$ cat config.mk
export PLATFORM = sky130hd
export DESIGN_NAME = _muldiv_unit
export DESIGN_NICKNAME = d
export VERILOG_FILES = /design/src/rtl/muldiv_pkg.sv /design/src/rtl/_muldiv_addsub.sv /design/src/rtl/_muldiv_unit.sv
export SDC_FILE = /design/constraint.sdc
export NUM_CORES = 1
export LEC_CHECK = 0
export BUFFER_PORTS_ARGS = -buffer_cell sky130_fd_sc_hd__buf_2
export CORE_ASPECT_RATIO = 1.4
export CORE_MARGIN = 3
export CORE_UTILIZATION = 55
export CTS_BUF_LIST = sky130_fd_sc_hd__clkbuf_4 sky130_fd_sc_hd__clkbuf_8
export CTS_CLUSTER_SIZE = 30
export DETAILED_ROUTE_END_ITERATION = 6
export PLACE_DENSITY = 0.8
export SLEW_MARGIN = 10
export SYNTH_ARGS = -nofsm -noshare
export SYNTH_HDL_FRONTEND = slang
export SYNTH_SLANG_ARGS = --single-unit
$ cat constraint.sdc
create_clock -name clk -period 13.4 [get_ports clk]
set_input_delay 0.67 -clock clk [delete_from_list [all_inputs] [get_ports clk]]
set_output_delay 0.67 -clock clk [all_outputs]
set_load 0.02 [all_outputs]
$ cat src/rtl/muldiv_pkg.sv
// Shared types and constants for the iterative multiply/divide unit.
// No ports; imported (or scope-referenced) by _muldiv_addsub and _muldiv_unit.
package muldiv_pkg;

  localparam int XLEN   = 32;
  localparam int ITERS  = 32;
  localparam int REG_AW = 3;
  localparam int CNT_W  = 6;

  typedef enum logic [1:0] {
    MUL   = 2'b00,
    MULHU = 2'b01,
    DIVU  = 2'b10,
    REMU  = 2'b11
  } muldiv_op_t;

  typedef enum logic [1:0] {
    IDLE = 2'b00,
    RUN  = 2'b01,
    DONE = 2'b10
  } muldiv_state_t;

endpackage

$ cat src/rtl/_muldiv_addsub.sv
// Combinational (XLEN+1)-bit adder/subtractor shared by the multiply
// accumulate and the divide trial subtract.
// Ports:
//   x, y  in  W   operands
//   sub   in  1   0: x + y, 1: x - y
//   res   out W   sum / difference
//   cout  out 1   carry out (add) or borrow (sub, 1 means x < y)
module _muldiv_addsub
  import muldiv_pkg::*;
#(
  parameter int W = XLEN + 1
) (
  input  logic [W-1:0] x,
  input  logic [W-1:0] y,
  input  logic         sub,
  output logic [W-1:0] res,
  output logic         cout
);

  always_comb begin
    if (sub) begin
      {cout, res} = {1'b0, x} - {1'b0, y};
    end else begin
      {cout, res} = {1'b0, x} + {1'b0, y};
    end
  end

endmodule

$ cat src/rtl/_muldiv_unit.sv
// Iterative unsigned MUL/MULHU/DIVU/REMU unit with a one-cycle register-file
// write-back strobe. Fixed 34-cycle latency from accept to register-file write.
// Ports:
//   clk, rst           clock, synchronous active-high reset
//   start, op, a, b,rd request, opcode, operands, destination (sampled in IDLE)
//   busy               high in RUN and DONE
//   done, we3          one-cycle completion / write strobe
//   a3, wd3            latched destination, result (wd3 zero outside done)
module _muldiv_unit #(
  parameter int XLEN  = muldiv_pkg::XLEN,
  parameter int ITERS = muldiv_pkg::ITERS
) (
  input  logic                          clk,
  input  logic                          rst,
  input  logic                          start,
  input  logic [1:0]                    op,
  input  logic [XLEN-1:0]               a,
  input  logic [XLEN-1:0]               b,
  input  logic [muldiv_pkg::REG_AW-1:0] rd,
  output logic                          busy,
  output logic                          done,
  output logic                          we3,
  output logic [muldiv_pkg::REG_AW-1:0] a3,
  output logic [XLEN-1:0]               wd3
);

  localparam int CNT_W  = muldiv_pkg::CNT_W;
  localparam int REG_AW = muldiv_pkg::REG_AW;

  typedef muldiv_pkg::muldiv_state_t state_t;

  state_t              state_q, state_d;
  logic [CNT_W-1:0]    cnt_q, cnt_d;
  logic [1:0]          op_q, op_d;
  logic [REG_AW-1:0]   rd_q, rd_d;
  // hi: multiply high word / divide remainder
  // lo: multiply low word  / divide quotient
  // opnd: multiplicand a   / divisor b
  logic [XLEN-1:0]     hi_q, hi_d;
  logic [XLEN-1:0]     lo_q, lo_d;
  logic [XLEN-1:0]     opnd_q, opnd_d;
  logic [XLEN-1:0]     wd3_q, wd3_d;

  logic                is_div;
  logic                iter_last;
  logic [XLEN:0]       as_x, as_y, as_res;
  logic                as_cout;

  assign is_div    = op_q[1];
  // cnt_q counts completed iterations; the extra RUN cycle after the last
  // iteration registers the selected result into wd3.
  assign iter_last = (cnt_q == CNT_W'(ITERS));

  always_comb begin
    if (is_div) begin
      as_x = {hi_q, lo_q[XLEN-1]};
      as_y = {1'b0, opnd_q};
    end else begin
      as_x = {1'b0, hi_q};
      as_y = lo_q[0] ? {1'b0, opnd_q} : '0;
    end
  end

  _muldiv_addsub #(.W(XLEN + 1)) u_addsub (
    .x    (as_x),
    .y    (as_y),
    .sub  (is_div),
    .res  (as_res),
    .cout (as_cout)
  );

  always_ff @(posedge clk) begin
    if (rst) begin
      state_q <= muldiv_pkg::IDLE;
      cnt_q   <= '0;
      op_q    <= '0;
      rd_q    <= '0;
      hi_q    <= '0;
      lo_q    <= '0;
      opnd_q  <= '0;
      wd3_q   <= '0;
    end else begin
      state_q <= state_d;
      cnt_q   <= cnt_d;
      op_q    <= op_d;
      rd_q    <= rd_d;
      hi_q    <= hi_d;
      lo_q    <= lo_d;
      opnd_q  <= opnd_d;
      wd3_q   <= wd3_d;
    end
  end

  always_comb begin
    state_d = state_q;
    case (state_q)
      muldiv_pkg::IDLE: if (start) state_d = muldiv_pkg::RUN;
      muldiv_pkg::RUN:  if (iter_last) state_d = muldiv_pkg::DONE;
      muldiv_pkg::DONE: state_d = muldiv_pkg::IDLE;
      default:          state_d = muldiv_pkg::IDLE;
    endcase
  end

  always_comb begin
    busy = (state_q != muldiv_pkg::IDLE);
    done = (state_q == muldiv_pkg::DONE);
    we3  = done;
    a3   = rd_q;
    wd3  = wd3_q;
  end

  always_comb begin
    cnt_d  = cnt_q;
    op_d   = op_q;
    rd_d   = rd_q;
    hi_d   = hi_q;
    lo_d   = lo_q;
    opnd_d = opnd_q;
    wd3_d  = '0;
    case (state_q)
      muldiv_pkg::IDLE: begin
        if (start) begin
          op_d  = op;
          rd_d  = rd;
          cnt_d = '0;
          hi_d  = '0;
          if (op[1]) begin
            lo_d   = a;
            opnd_d = b;
          end else begin
            lo_d   = b;
            opnd_d = a;
          end
        end
      end
      muldiv_pkg::RUN: begin
        if (!iter_last) begin
          cnt_d = cnt_q + CNT_W'(1);
          if (is_div) begin
            // Borrow clear means the shifted remainder covers the divisor.
            hi_d = as_cout ? {hi_q[XLEN-2:0], lo_q[XLEN-1]} : as_res[XLEN-1:0];
            lo_d = {lo_q[XLEN-2:0], ~as_cout};
          end else begin
            // {carry, hi, lo} >> 1, carry being as_res[XLEN]
            hi_d = as_res[XLEN:1];
            lo_d = {as_res[0], lo_q[XLEN-1:1]};
          end
        end else begin
          case (op_q)
            muldiv_pkg::MUL:   wd3_d = lo_q;
            muldiv_pkg::MULHU: wd3_d = hi_q;
            muldiv_pkg::DIVU:  wd3_d = lo_q;
            default:           wd3_d = hi_q;
          endcase
        end
      end
      default: ;
    endcase
  end

endmodule

# After elaboration in Yosys (flattened, before gate mapping)

Cells that the tools add are included.

Muxes and demuxes: 23
Add/subtract/negate cells: 3
Equal/unequal tests: 7
Reductions and logical operators: 9
Bitwise operators: 3

Operators by type and width:

| operator                                                         | number |
|---|---|
| 32-bit two-way mux                                               | 12 |
| 32-bit one-hot mux with 2 select lines                           | 2 |
| 33-bit two-way mux                                               | 2 |
| 33-bit by 32-bit adder with 34-bit output                        | 1 |
| 33-bit by 32-bit subtractor with 34-bit output                   | 1 |
| 6-bit two-way mux                                                | 2 |
| 6-bit one-hot mux with 2 select lines                            | 1 |
| 6-bit by 1-bit adder with 6-bit output (second input constant)   | 1 |
| 6-bit == test (second input constant)                            | 1 |
| 2-bit inequality test (second input constant)                    | 3 |
| 2-bit == test (second input constant)                            | 2 |
| 2-bit zero test                                                  | 2 |
| 2-bit two-way mux                                                | 2 |
| 2-bit one-hot mux with 2 select lines                            | 1 |
| 2-bit AND reduction                                              | 2 |
| 2-bit nonzero test                                               | 2 |
| 1-bit inverter                                                   | 3 |
| 3-bit AND reduction                                              | 1 |
| 3-bit OR reduction                                               | 1 |
| 2-bit by 1-bit == test with 1-bit output (second input constant) | 1 |
| 2-bit OR reduction                                               | 1 |
| 1-bit two-way mux                                                | 1 |

Bits in registers: 141
Logic and storage cells: 53
Input bits: 72
Output and inout bits: 38

# Longest topological paths before layout

Depth in word-level cells: 8
Depth in mapped cells: 17
Gate-level depth less buffers: 13

# By module

From an unflattened synthesis, not the netlist that was laid out.

Cell total of the unflattened synthesis: 1396
Area total of the unflattened synthesis: 11235.8 µm²

By module, submodules not included:

| module         | area an instance (µm²) | cells an instance | instances |
|---|---|---|---|
| _muldiv_unit   | 7259.5                 | 786               | 1 |
| _muldiv_addsub | 3976.3                 | 610               | 1 |

# Worst setup path after synthesis

OpenSTA, ideal clock, no wires.

Path type: reg-to-reg
Start point: register op_q[1]
End point: register hi_q[8]
Period minus slack after synthesis: 4.298 ns
Stages on the path, launching flop included: 18
Data required time: 13.278 ns
Library setup time: 0.122 ns
Path slack: 9.102 ns
Arrival: 4.176 ns
Path through: dfxtp_1 -> clkbuf_1 -> clkbuf_1 -> buf_1 -> mux2_2 -> ha_1 -> buf_2 -> nor3b_1 -> nor3_2 -> o41ai_4 -> a2111oi_4 -> nor3_4 -> or2_1 -> buf_4 -> buf_2 -> o21ai_1 -> a21oi_1 -> a221o_1

Word-level cells in the longest chain between the ends: 7
Elaborated cells between the ends (all ways): 10

RTL lines:

| item                                                                                                               | line                                       | text |
|---|---|---|
| start: declaration                                                                                                 | _muldiv_unit.sv:34                         | `logic [1:0] op_q, op_d;` |
| start signal: assignment                                                                                           | _muldiv_unit.sv:85                         | `op_q <= op_d;` |
| 33-bit two-way mux / 32-bit two-way mux (equally long branches)                                                    | _muldiv_unit.sv:55                         | `if (is_div) begin` |
| 33-bit by 32-bit adder with 34-bit output / 33-bit by 32-bit subtractor with 34-bit output (equally long branches) | _muldiv_addsub.sv:24, _muldiv_addsub.sv:22 |  |
| 33-bit two-way mux / 1-bit two-way mux (equally long branches)                                                     | _muldiv_addsub.sv:21                       | `if (sub) begin` |
| 32-bit two-way mux                                                                                                 | _muldiv_unit.sv:141                        | `hi_d = as_cout ? {hi_q[XLEN-2:0], lo_q[XLEN-1]} : as_res[XLEN-1:0];` |
| 32-bit two-way mux (*)                                                                                             | _muldiv_unit.sv:139                        | `if (is_div) begin` |
| 32-bit two-way mux (*)                                                                                             | _muldiv_unit.sv:137                        | `if (!iter_last) begin` |
| 32-bit one-hot mux with 2 select lines (*)                                                                         | _muldiv_unit.sv:120                        | `case (state_q)` |
| end signal: assignment                                                                                             | _muldiv_unit.sv:87                         | `hi_q <= hi_d;` |
| end: declaration                                                                                                   | _muldiv_unit.sv:39                         | `logic [XLEN-1:0] hi_q, hi_d;` |

Mark *: on every way between the ends. The rest lies on a longest branch, timed or not. The select of a mux whose other input is x is not followed.
A chain may end at the register's enable or synchronous reset.

# Worst setup path after layout

Start point: register op_q[1]
End point: register hi_q[28]

Same word-level chain as after synthesis.

==> out/metrics.yaml <==
status: "finished, violations left"
violations: "design-rule violations"
wl_per_cell_um: 19.76
min_path_type: "input port to flop"
cts_tree: "yes"
synth_flop_cell: "dfxtp_1"
yosys_warnings: 0
grt_pass1_wl_mm: 53.81
area_growth_pct: 8.364
period_share_pct: 38.31
final_max_slew_viol_count: 0
yosys.area_share.adder_pct: 7.612
synth.distinct_cells: 86
placedInstanceArea_um2: 11690
period_needed_ps: 5134
cts_resized: 0
cts_htree_levels: 4
grt-ovfl-total: 0
fmax_mhz: 194.8
seq_area_frac_synth_pct: 25.33
critPathCaptureType: "flop"
clk_latency_ps: 480
yosysTopAreaCell: "dfxtp_1"
drive_gt1_share_pct: 15.47
yosys_register_bits: 141
leakage_nw: 4.971
p_total_mw: 1.279
synthMuxAreaShare_pct: 12.81
synth_top_family_by_area: "compound AO/OA/AOI/OAI gates"
ir_drop_v: 0.0001019
core_region_area_um2: 19920
finish.net_count: 1579
portBuffers: 109
synthMostInstantiatedCell: "nor2_1"
drt-initial-drc-count: 1120
grt_max_degree: 84
fin_cells: 1706
num_io_pins: 110
drt-total-wl_mm: 33.71
crit_required_ps: 13800
cts_setup_buffers: 0
synth_fp_nets: 1544
synth_compound_area_share_pct: 25.32
dpl.cell_count: 1674
postSynthCellCount: 1406
die_area_um2: 22030
fp-row-count: 61
hold_violations: 0
ys_async_sr_fraction_pct: 0
first_global_vias: 10330
gp_congestion: 1.014
vias: 10790
worst_slew_pin_slew_ps: 1141
synth_simple_gate_area_share_pct: 18.99
crit_fanout: 54
via_per_inst: 6.322
ant_nets: 0
initial_core_util_pct: 55.94
fin_tns_setup_ps: 0
synth_commonest_cells: "171 x nor2_1, 141 x dfxtp_1, 107 x a211oi_1"
synth_edf_count: 0
synth_xor_area_share_pct: 3.929
powerDensity_nw_per_um2: 105.9
clk_pin_slew_ps: 100
die_w_um: 126.3
grt_usage_pct: 29.94
antenna_found_initial: 1
cts_buffers: 17
drtPass1Iterations: 7
synth.top_cell.area_share_pct: 25.33
grt_setup_unrepaired: "false"
hold_buffers: 0
arrival_ps: 5530
final_area_um2: 12080
syn_area_um2: 11140
start_kind: "flop"
diodes: 0
syn_avg_cell_area_um2: 7.926
slew_headroom_pct: 23.67
maxCapViolations: 0
finClkSkew_ps: 21.20
cts_sinks: 141
clockRootBuffer: "clkbuf_8"
hpwl_mm: 24.45
drc: 1
die_h_um: 174.4
setup_viol: 0
synth_area_leaders: "dfxtp_1 25%, mux2i_1 9.1%, ha_1 7.4%, a211oi_1 7.2%, nor2_1 5.8%"
critPathKind: "flop to flop"
cts_buffer_depth: 2
## state kept, by name, indices dropped and copies added, names as in the netlist
signal / count
cnt_q: 6
hi_q: 32
a3: 3
wd3: 32
lo_q: 32
state_q: 2
op_q: 2
opnd_q: 32
## area by class of cell
type                            instances  area [µm²]
Fill cell                            1842        7844
Multi-Input combinational cell       1095        7667
Sequential cell                       141        2828
Timing Repair Buffer                  120       630.6
Tap cell                              252       315.3
Inverter                               66       247.7
Clock buffer                           18       241.5
Clock inverter                         14       146.4
## where the power goes
group          internal [mW]  total (mW)  switching [mW]
combinational          0.178       0.449           0.271
sequential             0.443       0.478          0.0345
clock                  0.142       0.352           0.210
## per-stage QoR
step / hold WS [ps] / util [%] / setup WS, ps
floorplan: 459.5 / - / 9102
global placement: 441.6 / 58.68 / 8482
detailed placement: 448.1 / 58.68 / 8385
CTS: 411.6 / 60.62 / 8367
global route: 414.0 / 60.62 / 7943
finish: 419.2 / 60.62 / 8266
## kinds of logic (layout without fill, tap and decap cells)
group | Yosys count | in the layout
AND/OR/NAND/NOR | 440 | 440
AO/OA/AOI/OAI | 399 | 399
buffers and inverters | 170 | 218
flip-flops | 141 | 141
multiplexers | 138 | 138
adder cells (fa/ha/maj) | 68 | 68
XOR/XNOR | 50 | 50
## worst paths after layout
| check | startpoint | end | slack, ps | cells after the start |
|---|---|---|---|---|
| hold / removal | rd[0] | a3[0] | 420 | 3 |
| setup reg to reg | op_q[1] | hi_q[28] | 8270 | 11 |
| setup / recovery | op_q[1] | hi_q[28] | 8270 | 11 |
| hold reg to reg | a3[0] | a3[0] | 460 | 2 |
## layer usage
| metal | routed length (µm) | GRT usage [%] | vias to the layer above | part of all wire [%] |
|---|---|---|---|---|
| met4 | 1250 | 12.08 | 2 | 3.7 |
| met1 | 14020 | 39.41 | 5052 | 42 |
| met2 | 15880 | 49.02 | 496 | 47 |
| li1 | - | - | 5137 | - |
| met5 | 13 | 0 | - | 0.039 |
| met3 | 2541 | 4.580 | 99 | 7.5 |
## critical path: stages, from the launching register on
cell and delay, ps:
dfxtp_4 790, or2_2 700, and2_1 250, ha_1 370, nor4_1 840, a2111oi_4 220
nor3_4 350, or2_1 370, buf_4 430, nor2_1 60, or4_1 530, a22oi_2 130
## layout by cell type, fill, tap and decap left out, types with 20 or more instances in the layout
cell	n
inv_1	59
nor3_1	23
a211oi_1	107
mux2i_1	101
nand3_1	21
a21oi_1	99
mux2_2	36
and2_1	58
buf_2	108
nor2b_1	20
nand2_1	79
xnor2_1	41
nor2_1	168
ha_1	66
o21ai_0	29
dfxtp_1	139
Power figures use the tool's default switching activity.
